**src/rtl/pipe_skid_stage_pkg.sv**
```systemverilog
// pipe_skid_stage_pkg: shared constants and the skid-stage state encoding
package pipe_skid_stage_pkg;
  localparam logic [31:0] NOP_INSN = 32'h0000_0013;
  typedef enum logic [1:0] {
    ST_EMPTY = 2'd0,
    ST_BUSY  = 2'd1,
    ST_FULL  = 2'd2
  } state_e;
endpackage

```
**src/rtl/pipe_skid_stage_reg.sv**
```systemverilog
// pipe_skid_stage_reg: write-enabled storage register with sync reset value (clk, rst, din, dout, wen)
module pipe_skid_stage_reg #(
  parameter int W = 64,
  parameter logic [W-1:0] RST_VAL = '0
) (
  input  logic         clk,
  input  logic         rst,
  input  logic         wen,
  input  logic [W-1:0] din,
  output logic [W-1:0] dout
);
  always_ff @(posedge clk)
    if (rst) dout <= RST_VAL;
    else if (wen) dout <= din;
endmodule

```
**src/rtl/pipe_skid_stage.sv**
```systemverilog
// pipe_skid_stage: valid/ready pipeline stage, two-entry skid (SKID=1) or single register (SKID=0); in/out handshakes, flush, occupancy
module pipe_skid_stage
  import pipe_skid_stage_pkg::*;
#(
  parameter int DATA_W = 64,
  parameter logic [DATA_W-1:0] BUBBLE_VAL = {DATA_W{1'b0}},
  parameter bit SKID = 1'b1
) (
  input  logic              clk,
  input  logic              rst,
  input  logic              in_valid_i,
  output logic              in_ready_o,
  input  logic [DATA_W-1:0] in_data_i,
  input  logic              flush_i,
  output logic              out_valid_o,
  input  logic              out_ready_i,
  output logic [DATA_W-1:0] out_data_o,
  output logic [1:0]        occ_o
);
  state_e state, state_nxt;
  logic rdy_q, in_fire, out_fire, main_wen, skid_wen;
  logic [DATA_W-1:0] main_q, skid_q, main_din, skid_din;
  // rdy_q resets high; masking with rst keeps ready low during reset and high on the first cycle after
  assign in_ready_o  = ~rst & (SKID ? rdy_q : (~out_valid_o | out_ready_i));
  assign out_valid_o = state != ST_EMPTY;
  assign out_data_o  = out_valid_o ? main_q : BUBBLE_VAL;
  assign occ_o       = state;
  assign in_fire     = in_valid_i & in_ready_o;
  assign out_fire    = out_valid_o & out_ready_i;
  always_comb begin
    state_nxt = flush_i ? ST_EMPTY :
                state == ST_EMPTY ? (in_fire ? ST_BUSY : ST_EMPTY) :
                state == ST_FULL  ? (out_fire ? ST_BUSY : ST_FULL) :
                (in_fire & ~out_fire) ? ST_FULL :
                (~in_fire & out_fire) ? ST_EMPTY : ST_BUSY;
    main_wen  = flush_i | (state == ST_FULL ? out_fire : in_fire & (state == ST_EMPTY | out_fire));
    main_din  = flush_i ? BUBBLE_VAL : state == ST_FULL ? skid_q : in_data_i;
    skid_wen  = flush_i | (state == ST_BUSY & in_fire & ~out_fire);
    skid_din  = flush_i ? BUBBLE_VAL : in_data_i;
  end
  always_ff @(posedge clk)
    if (rst) begin
      state <= ST_EMPTY;
      rdy_q <= 1'b1;
    end else begin
      state <= state_nxt;
      rdy_q <= state_nxt != ST_FULL;
    end
  pipe_skid_stage_reg #(.W(DATA_W), .RST_VAL(BUBBLE_VAL)) u_main (
    .clk(clk), .rst(rst), .wen(main_wen), .din(main_din), .dout(main_q)
  );
  pipe_skid_stage_reg #(.W(DATA_W), .RST_VAL(BUBBLE_VAL)) u_skid (
    .clk(clk), .rst(rst), .wen(skid_wen), .din(skid_din), .dout(skid_q)
  );
endmodule

```
**config.mk**
```make
export PLATFORM = sky130hd
export DESIGN_NAME = pipe_skid_stage
export DESIGN_NICKNAME = d
export VERILOG_FILES = /design/src/rtl/pipe_skid_stage_pkg.sv /design/src/rtl/pipe_skid_stage_reg.sv /design/src/rtl/pipe_skid_stage.sv
export SDC_FILE = /design/constraint.sdc
export NUM_CORES = 1
export LEC_CHECK = 0
export CORE_MARGIN = 8
export CORE_UTILIZATION = 28
export CTS_BUF_LIST = sky130_fd_sc_hd__clkbuf_4
export DETAILED_ROUTE_END_ITERATION = 8
export GPL_ROUTABILITY_DRIVEN = 0
export PLACE_DENSITY = 0.57
export SYNTH_ARGS = -nofsm -noshare
export SYNTH_HDL_FRONTEND = slang
export SYNTH_SLANG_ARGS = --single-unit
```
**constraint.sdc**
```tcl
create_clock -name clk -period 2.9 [get_ports clk]
set_input_delay 0.725 -clock clk [delete_from_list [all_inputs] [get_ports clk]]
set_output_delay 0.725 -clock clk [all_outputs]
set_load 0.02 [all_outputs]
```
==> metrics.cfg, run 1 <==
[status]
outcome=complete, no violations

[yosys]
yosysSeqAreaShare_pct=42.16
ys_warn_count=0
synthTopCellsByArea=dfxtp_1, mux2i_1, a2111oi_0
async_flop_share_pct=0
yosysMostFrequentCell=dfxtp_1
synth_edf_count=0
ys.flop_type=dfxtp_1
ys_ff_latch=131
synth_top_area_cell=dfxtp_1
synthCells=689
ys_top_cells_by_count=dfxtp_1, clkbuf_1, a211oi_1
syn_avg_cell_area_sq_um=9.029
synth.distinct_cells=25
synth_top_area_share_pct=42.16
syn_area_sq_mm=0.006221
synth_nets=758

[global_route]
grt_overflow=0
grt_pass1_vias=5546
antenna_found_initial=1
grt_pass1_wl_mm=31.71
track_usage_pct=14.71
grt_max_degree=66

[cts]
cts_buffers=17
path_clk_slew_ps=110
cts.sinks=131
ctsHoldBuffers=0
root_buffer=clkbuf_4
postCtsSetupBuffers=0
h-tree-depth=4
cts_tree=built
insertion_delay_ps=530
clock_path_buffers=2

[sta]
rsz0062_at_grt=no
period_minus_slack_ps=2746
fmax_mhz=364.1
setup_viol=0
slew_viol_final=0
setup_tns_ps=0
period_share_pct=94.70
fin_skew_ps=20.08
max_slew.worst_pin.slew_ps=739.7
slew_headroom_pct=50.69
hold_viol=0

[setup_path]
worstPathMaxFanout=25
rrSetupSlack_ps=890
path_class=register to output port
start_kind=register
arrival_ps=2020
cp.required_ps=2170
crit_path_end_kind=output port

[routing]
vias=5674
drt-initial-drc-count=343
wl_per_cell_microns=19.04
ant_nets=0
drcViolationCount=0
wl_mm=20.27
via_per_inst=5.328
dr.pass1.iters=5

[die]
initial_core_util_pct=28.51
dieHeight_microns=165.1
fp-row-count=54
pin_count=137
fp.dieW_microns=165.1
fp.coreArea_sq_mm=0.02182
design.die.area_sq_mm=0.02724

[final_layout]
layout-drive-gt1-share_pct=7.526
seq_area_sq_mm=0.002628
area_growth_syn_to_layout_pct=30.37
nets=840
n_fill_cell=2237
final_util_pct=37.16
multi_input_area_sq_mm=0.003193

[power_and_ir_drop]
ir_drop_mv=0.2556
p_leak_uw=0.003612
p_per_area_mw_per_mm2=444.1

[place]
place_hpwl_mm=12.18
port_buffers=136

[worst_hold_path]
holdCritPathClass=register to register

[run]
maxCapViolCount=0

[sequential cells by signal, summed over array words and instances (netlist names)]
register / flops
u_main.dout: 64
rdy_q: 1
occ_o: 2
u_skid.dout: 64
[critical path, cell delays in order, from the launching register on]
cell	delay [ps]
dfxtp_4	420
nor2_4	50
inv_2	80
buf_6	190
and2_1	150
clkdlybuf4s50_1	600
[timing repair]
action	CTS	global route
resized for setup	36	26
pin swaps	0	0
setup endpoints to repair	65	31
endpoints found under the hold margin	0	0
[stage by stage]
step                      instance area [sq um]  instances  hold slack [ps]  power (uW)  setup WS [ps]
after CTS                                  8043       1064            479.9        3658         0.8165
after global placement                     7794       1032            459.2        2367          238.7
after floorplan                            6221        689            453.2        2147          823.7
after detailed placement                   7794       1032            465.6        2368          246.1
final                                      8110       1065            477.8        3602          153.6
after global routing                       8110       1065            505.1        3772          6.302
[cell usage in the layout (no fill, tap or decap), types with 25 or more instances in the layout]
cell type,instances
a2111oi_0,64
a211oi_1,65
a21oi_1,64
and2_1,64
clkdlybuf4s50_1,78
dfxtp_1,129
dlygate4sd2_1,33
dlymetal6s2s_1,25
mux2i_1,64
nand3_1,64
o21ai_0,64
[path summary, 6_finish.rpt]
kind | to | from | cells after the start
max | out_data_o[57] | occ_o[1] | 5
min | u_skid.dout[23] | u_skid.dout[23] | 2
max reg2reg | u_main.dout[3] | occ_o[1] | 5
min reg2reg | u_skid.dout[23] | u_skid.dout[23] | 2
[area by class of cell]
cell class | instances | area share [%]
clock buffers | 19 | 1.759
multi-input cells | 464 | 39.37
well taps | 280 | 4.320
diodes | 1 | 0.03085
clock inverters | 13 | 1.743
inverters | 1 | 0.04628
flip-flops and latches | 131 | 32.40
repair buffers | 156 | 20.33
[routing by layer]
metal | share of wire (%) | global-route usage [%] | wire length [microns] | up-vias
met3 | 5.3 | 3.718 | 1072 | 19
met1 | 44 | 17.77 | 8949 | 2737
met2 | 49 | 24.99 | 9938 | 146
met4 | 1.5 | 5.037 | 312 | 0
met5 | 0 | 0 | 0 | -
li1 | - | - | - | 2772
[power by group]
group          total (uW)  switching, uW  internal [uW]
Combinational         458            255            203
Clock                1280            682            599
Sequential           1860           20.5           1840
Total                3600            958           2640
[kinds of logic after synthesis]
| group | count (synthesis) | share of synthesized area [%] |
|---|---|---|
| AO/OA/AOI/OAI | 260 | 27.59 |
| AND/OR/NAND/NOR | 140 | 12.95 |
| flip-flops | 131 | 42.16 |
| buffers and inverters | 94 | 6.999 |
| multiplexers | 64 | 10.30 |
Power figures use the tool's default switching activity.
==> run 2: changes to the inputs <==
--- a/config.mk
+++ b/config.mk
@@ -5,6 +5,7 @@
 export SDC_FILE = /design/constraint.sdc
 export NUM_CORES = 1
 export LEC_CHECK = 0
+export CAP_MARGIN = 20
 export CORE_MARGIN = 8
 export CORE_UTILIZATION = 28
 export CTS_BUF_LIST = sky130_fd_sc_hd__clkbuf_4
==> results of run 2 <==
The final DEF is identical to that of run 1; final timing and power are the same.
==> run 3: changes to the inputs <==
--- a/config.mk
+++ b/config.mk
@@ -11,7 +11,7 @@
 export CTS_BUF_LIST = sky130_fd_sc_hd__clkbuf_4
 export DETAILED_ROUTE_END_ITERATION = 8
 export GPL_ROUTABILITY_DRIVEN = 0
-export PLACE_DENSITY = 0.57
+export PLACE_DENSITY = 0.59
 export SYNTH_ARGS = -nofsm -noshare
 export SYNTH_HDL_FRONTEND = slang
 export SYNTH_SLANG_ARGS = --single-unit
==> constraint.sdc (replaced) <==
create_clock -name clk -period 2.27 [get_ports clk]
set_input_delay 0.5675 -clock clk [delete_from_list [all_inputs] [get_ports clk]]
set_output_delay 0.5675 -clock clk [all_outputs]
set_load 0.02 [all_outputs]
==> metrics.cfg, run 3 (synthesis gave the netlist of run 1 again) <==
[power_and_ir_drop]
p_comb_share_pct=12.8  ; was 12.7%
p_clk_share_pct=38.8  ; was 35.6%
ir_drop_mv=0.2510  ; was 0.2556 mV
power_switching_uw=1276  ; was 957.6 uW
p_int_uw=3635  ; was 2644 uW
p_per_area_mw_per_mm2=603.6  ; was 444.1 mW/mm^2
p_sw_share_pct=25.99  ; was 26.59%
pwr-share-seq_pct=48.5  ; was 51.7%
p_leak_uw=0.003316  ; was 0.003612 uW

[die]
initial_core_util_pct=28.51  ; unchanged
dieHeight_microns=165.1  ; unchanged
design.die.area_sq_mm=0.02724  ; unchanged
pin_count=137  ; unchanged
fp-row-count=54  ; unchanged
fp.coreArea_sq_mm=0.02182  ; unchanged
fp.dieW_microns=165.1  ; unchanged

[setup_path]
max_stage_delay_ps=360  ; was 600 ps
critPathBufInv=3  ; unchanged
rrSetupSlack_ps=420  ; was 890 ps
arrival_ps=1620  ; was 2020 ps
path_class=register to output port  ; unchanged
reg2reg_depth=5  ; unchanged
worstPathMaxFanout=19  ; was 25
cpLargestDelayFamily=buffers and inverters  ; unchanged
crit_path_end_kind=output port  ; unchanged
r2r_start=occ_o[0]  ; was occ_o[1]
cp.required_ps=1700  ; was 2170 ps
crit_slowest_cell=dfxtp_2  ; was clkdlybuf4s50_1
start_kind=register  ; unchanged
r2r-end=u_main.dout[34]  ; was u_main.dout[3]
cp_cell_sequence=nor2_4 > inv_4 > buf_12 > and2_1 > buf_4  ; was nor2_4 > inv_2 > buf_6 > and2_1 > clkdlybuf4s50_1

[worst_hold_path]
hp-start=u_skid.dout[50]  ; was u_skid.dout[23]
holdPathEnd=u_skid.dout[50]  ; was u_skid.dout[23]
holdCritPathClass=register to register  ; unchanged
hold_depth=2  ; unchanged

[final_layout]
instances_no_fill=1091  ; was 1065
final_cell_mix=dfxtp_1, clkdlybuf4s50_1, a211oi_1  ; unchanged
layout-drive-gt1-share_pct=19.51  ; was 7.526%
layout_commonest_cell=dfxtp_1  ; unchanged
area_growth_syn_to_layout_pct=30.79  ; was 30.37%
design_area_sq_mm=0.008137  ; was 0.008110 sq mm
nets=866  ; was 840

[routing]
drt-initial-drc-count=387  ; was 343
vias=5825  ; was 5674
ant_nets=0  ; unchanged
wl_mm=20.43  ; was 20.27 mm
wl_per_cell_microns=18.72  ; was 19.04 microns
dr.pass1.iters=5  ; unchanged
via_per_inst=5.339  ; was 5.328
drcViolationCount=0  ; unchanged

[global_route]
grt_max_degree=66  ; unchanged
antenna_found_initial=1  ; unchanged
grt_overflow=0  ; unchanged
grt_pass1_wl_mm=32.25  ; was 31.71 mm
track_usage_pct=14.93  ; was 14.71%
grt_pass1_vias=5733  ; was 5546

[cts]
cts_tree=built  ; unchanged
postCtsSetupBuffers=0  ; unchanged
path_clk_slew_ps=130  ; was 110 ps
h-tree-depth=4  ; unchanged
ctsHoldBuffers=0  ; unchanged
root_buffer=clkbuf_4  ; unchanged
cts_buffers=17  ; unchanged
cts.sinks=131  ; unchanged
insertion_delay_ps=540  ; was 530 ps
clock_path_buffers=2  ; unchanged

[sta]
period_share_pct=96.18
setup_tns_ps=0  ; unchanged
layout_setup_ws_ps=86.67  ; was 153.6 ps
slew_headroom_pct=53.63  ; was 50.69%
setup_viol=0  ; unchanged
fin_skew_ps=19.17  ; was 20.08 ps
max_slew.worst_pin.slew_ps=695.6  ; was 739.7 ps
hold_viol=0  ; unchanged
hold_ws_ps=480.5  ; was 477.8 ps
rsz0062_at_grt=yes  ; was no
period_minus_slack_ps=2183
fmax_mhz=458.0
slew_viol_final=0  ; unchanged

[place]
place_hpwl_mm=13.23  ; was 12.18 mm
port_buffers=136  ; unchanged
dp_slack_ps=-87.33  ; was 246.1 ps
placed_cells=1057  ; was 1032
place_area_sq_mm=0.008044  ; was 0.007794 sq mm

[run]
maxCapViolCount=0  ; unchanged

[status]
outcome=complete, no violations  ; unchanged

run 3: cell types whose count changed in the layout (fill, tap and decap cells not counted), moves of 10 or more:
cell,before,now
clkdlybuf4s50_1,78,68
dlymetal6s2s_1,25,0
dlygate4sd2_1,33,3
buf_4,10,44
buf_2,0,52
run 3: area by class of cell:
type	instances	area [sq um]
timing repair buffer	182	1605
multi-input combinational	464	3201
inverter	1	6.256
tap	280	350.3
sequential	131	2625
fill	2231	13690
clock buffer	18	135.1
clock inverter	14	211.5
antenna	1	2.502
run 3: repair_timing:
| action | in CTS | in global routing |
|---|---|---|
| endpoints found under the setup margin | 68 | 16 |
| resized for setup | 276 | 7 |
| pin swaps | 1 | 0 |
| gates cloned | 1 | 0 |
run 3: how the worst max path moves through the flow:
| stage | slack [ps] | depth (start not counted) | end | from |
|---|---|---|---|---|
| after detailed placement | -90 | 3 | in_ready_o | rst |
| after floorplan | 350 | 5 | out_data_o[10] | occ_o[0] |
| after CTS | 6 | 5 | out_data_o[25] | occ_o[0] |
| final | 90 | 5 | out_data_o[23] | occ_o[0] |
| after global routing | -20 | 5 | out_data_o[28] | occ_o[0] |
| after global placement | -90 | 3 | in_ready_o | rst |
run 3: power groups by stage:
stage               combinational (uW)  sequential, uW  clock, uW
CTS                                634            2380       1960
global placement                   630            2430          0
floorplan                          321            2420          0
global route                       677            2390       2090
finish                             627            2380       1900
detailed placement                 635            2430          0
run 3: metrics by stage:
| stage | total power (uW) | utilization, % |
|---|---|---|
| final | 4911 | 37.28 |
| after global routing | 5152 | 37.28 |
| after CTS | 4978 | 37.19 |
| after detailed placement | 3065 | 36.86 |
| after global placement | 3062 | 36.86 |
| after floorplan | 2743 | - |
run 3: layer usage:
metal | share of wire [%] | track usage, % | up-vias
met5 | 0 | 0 | -
met4 | 1.3 | 4.341 | 0
met3 | 5.7 | 3.495 | 16
met2 | 49 | 24.30 | 172
met1 | 44 | 19.32 | 2806
li1 | - | - | 2831
run 3: tightest hold or removal path: stages (launching register included):
cell and delay [ps]:
dfxtp_1 330, o21ai_0 60, a21oi_1 60
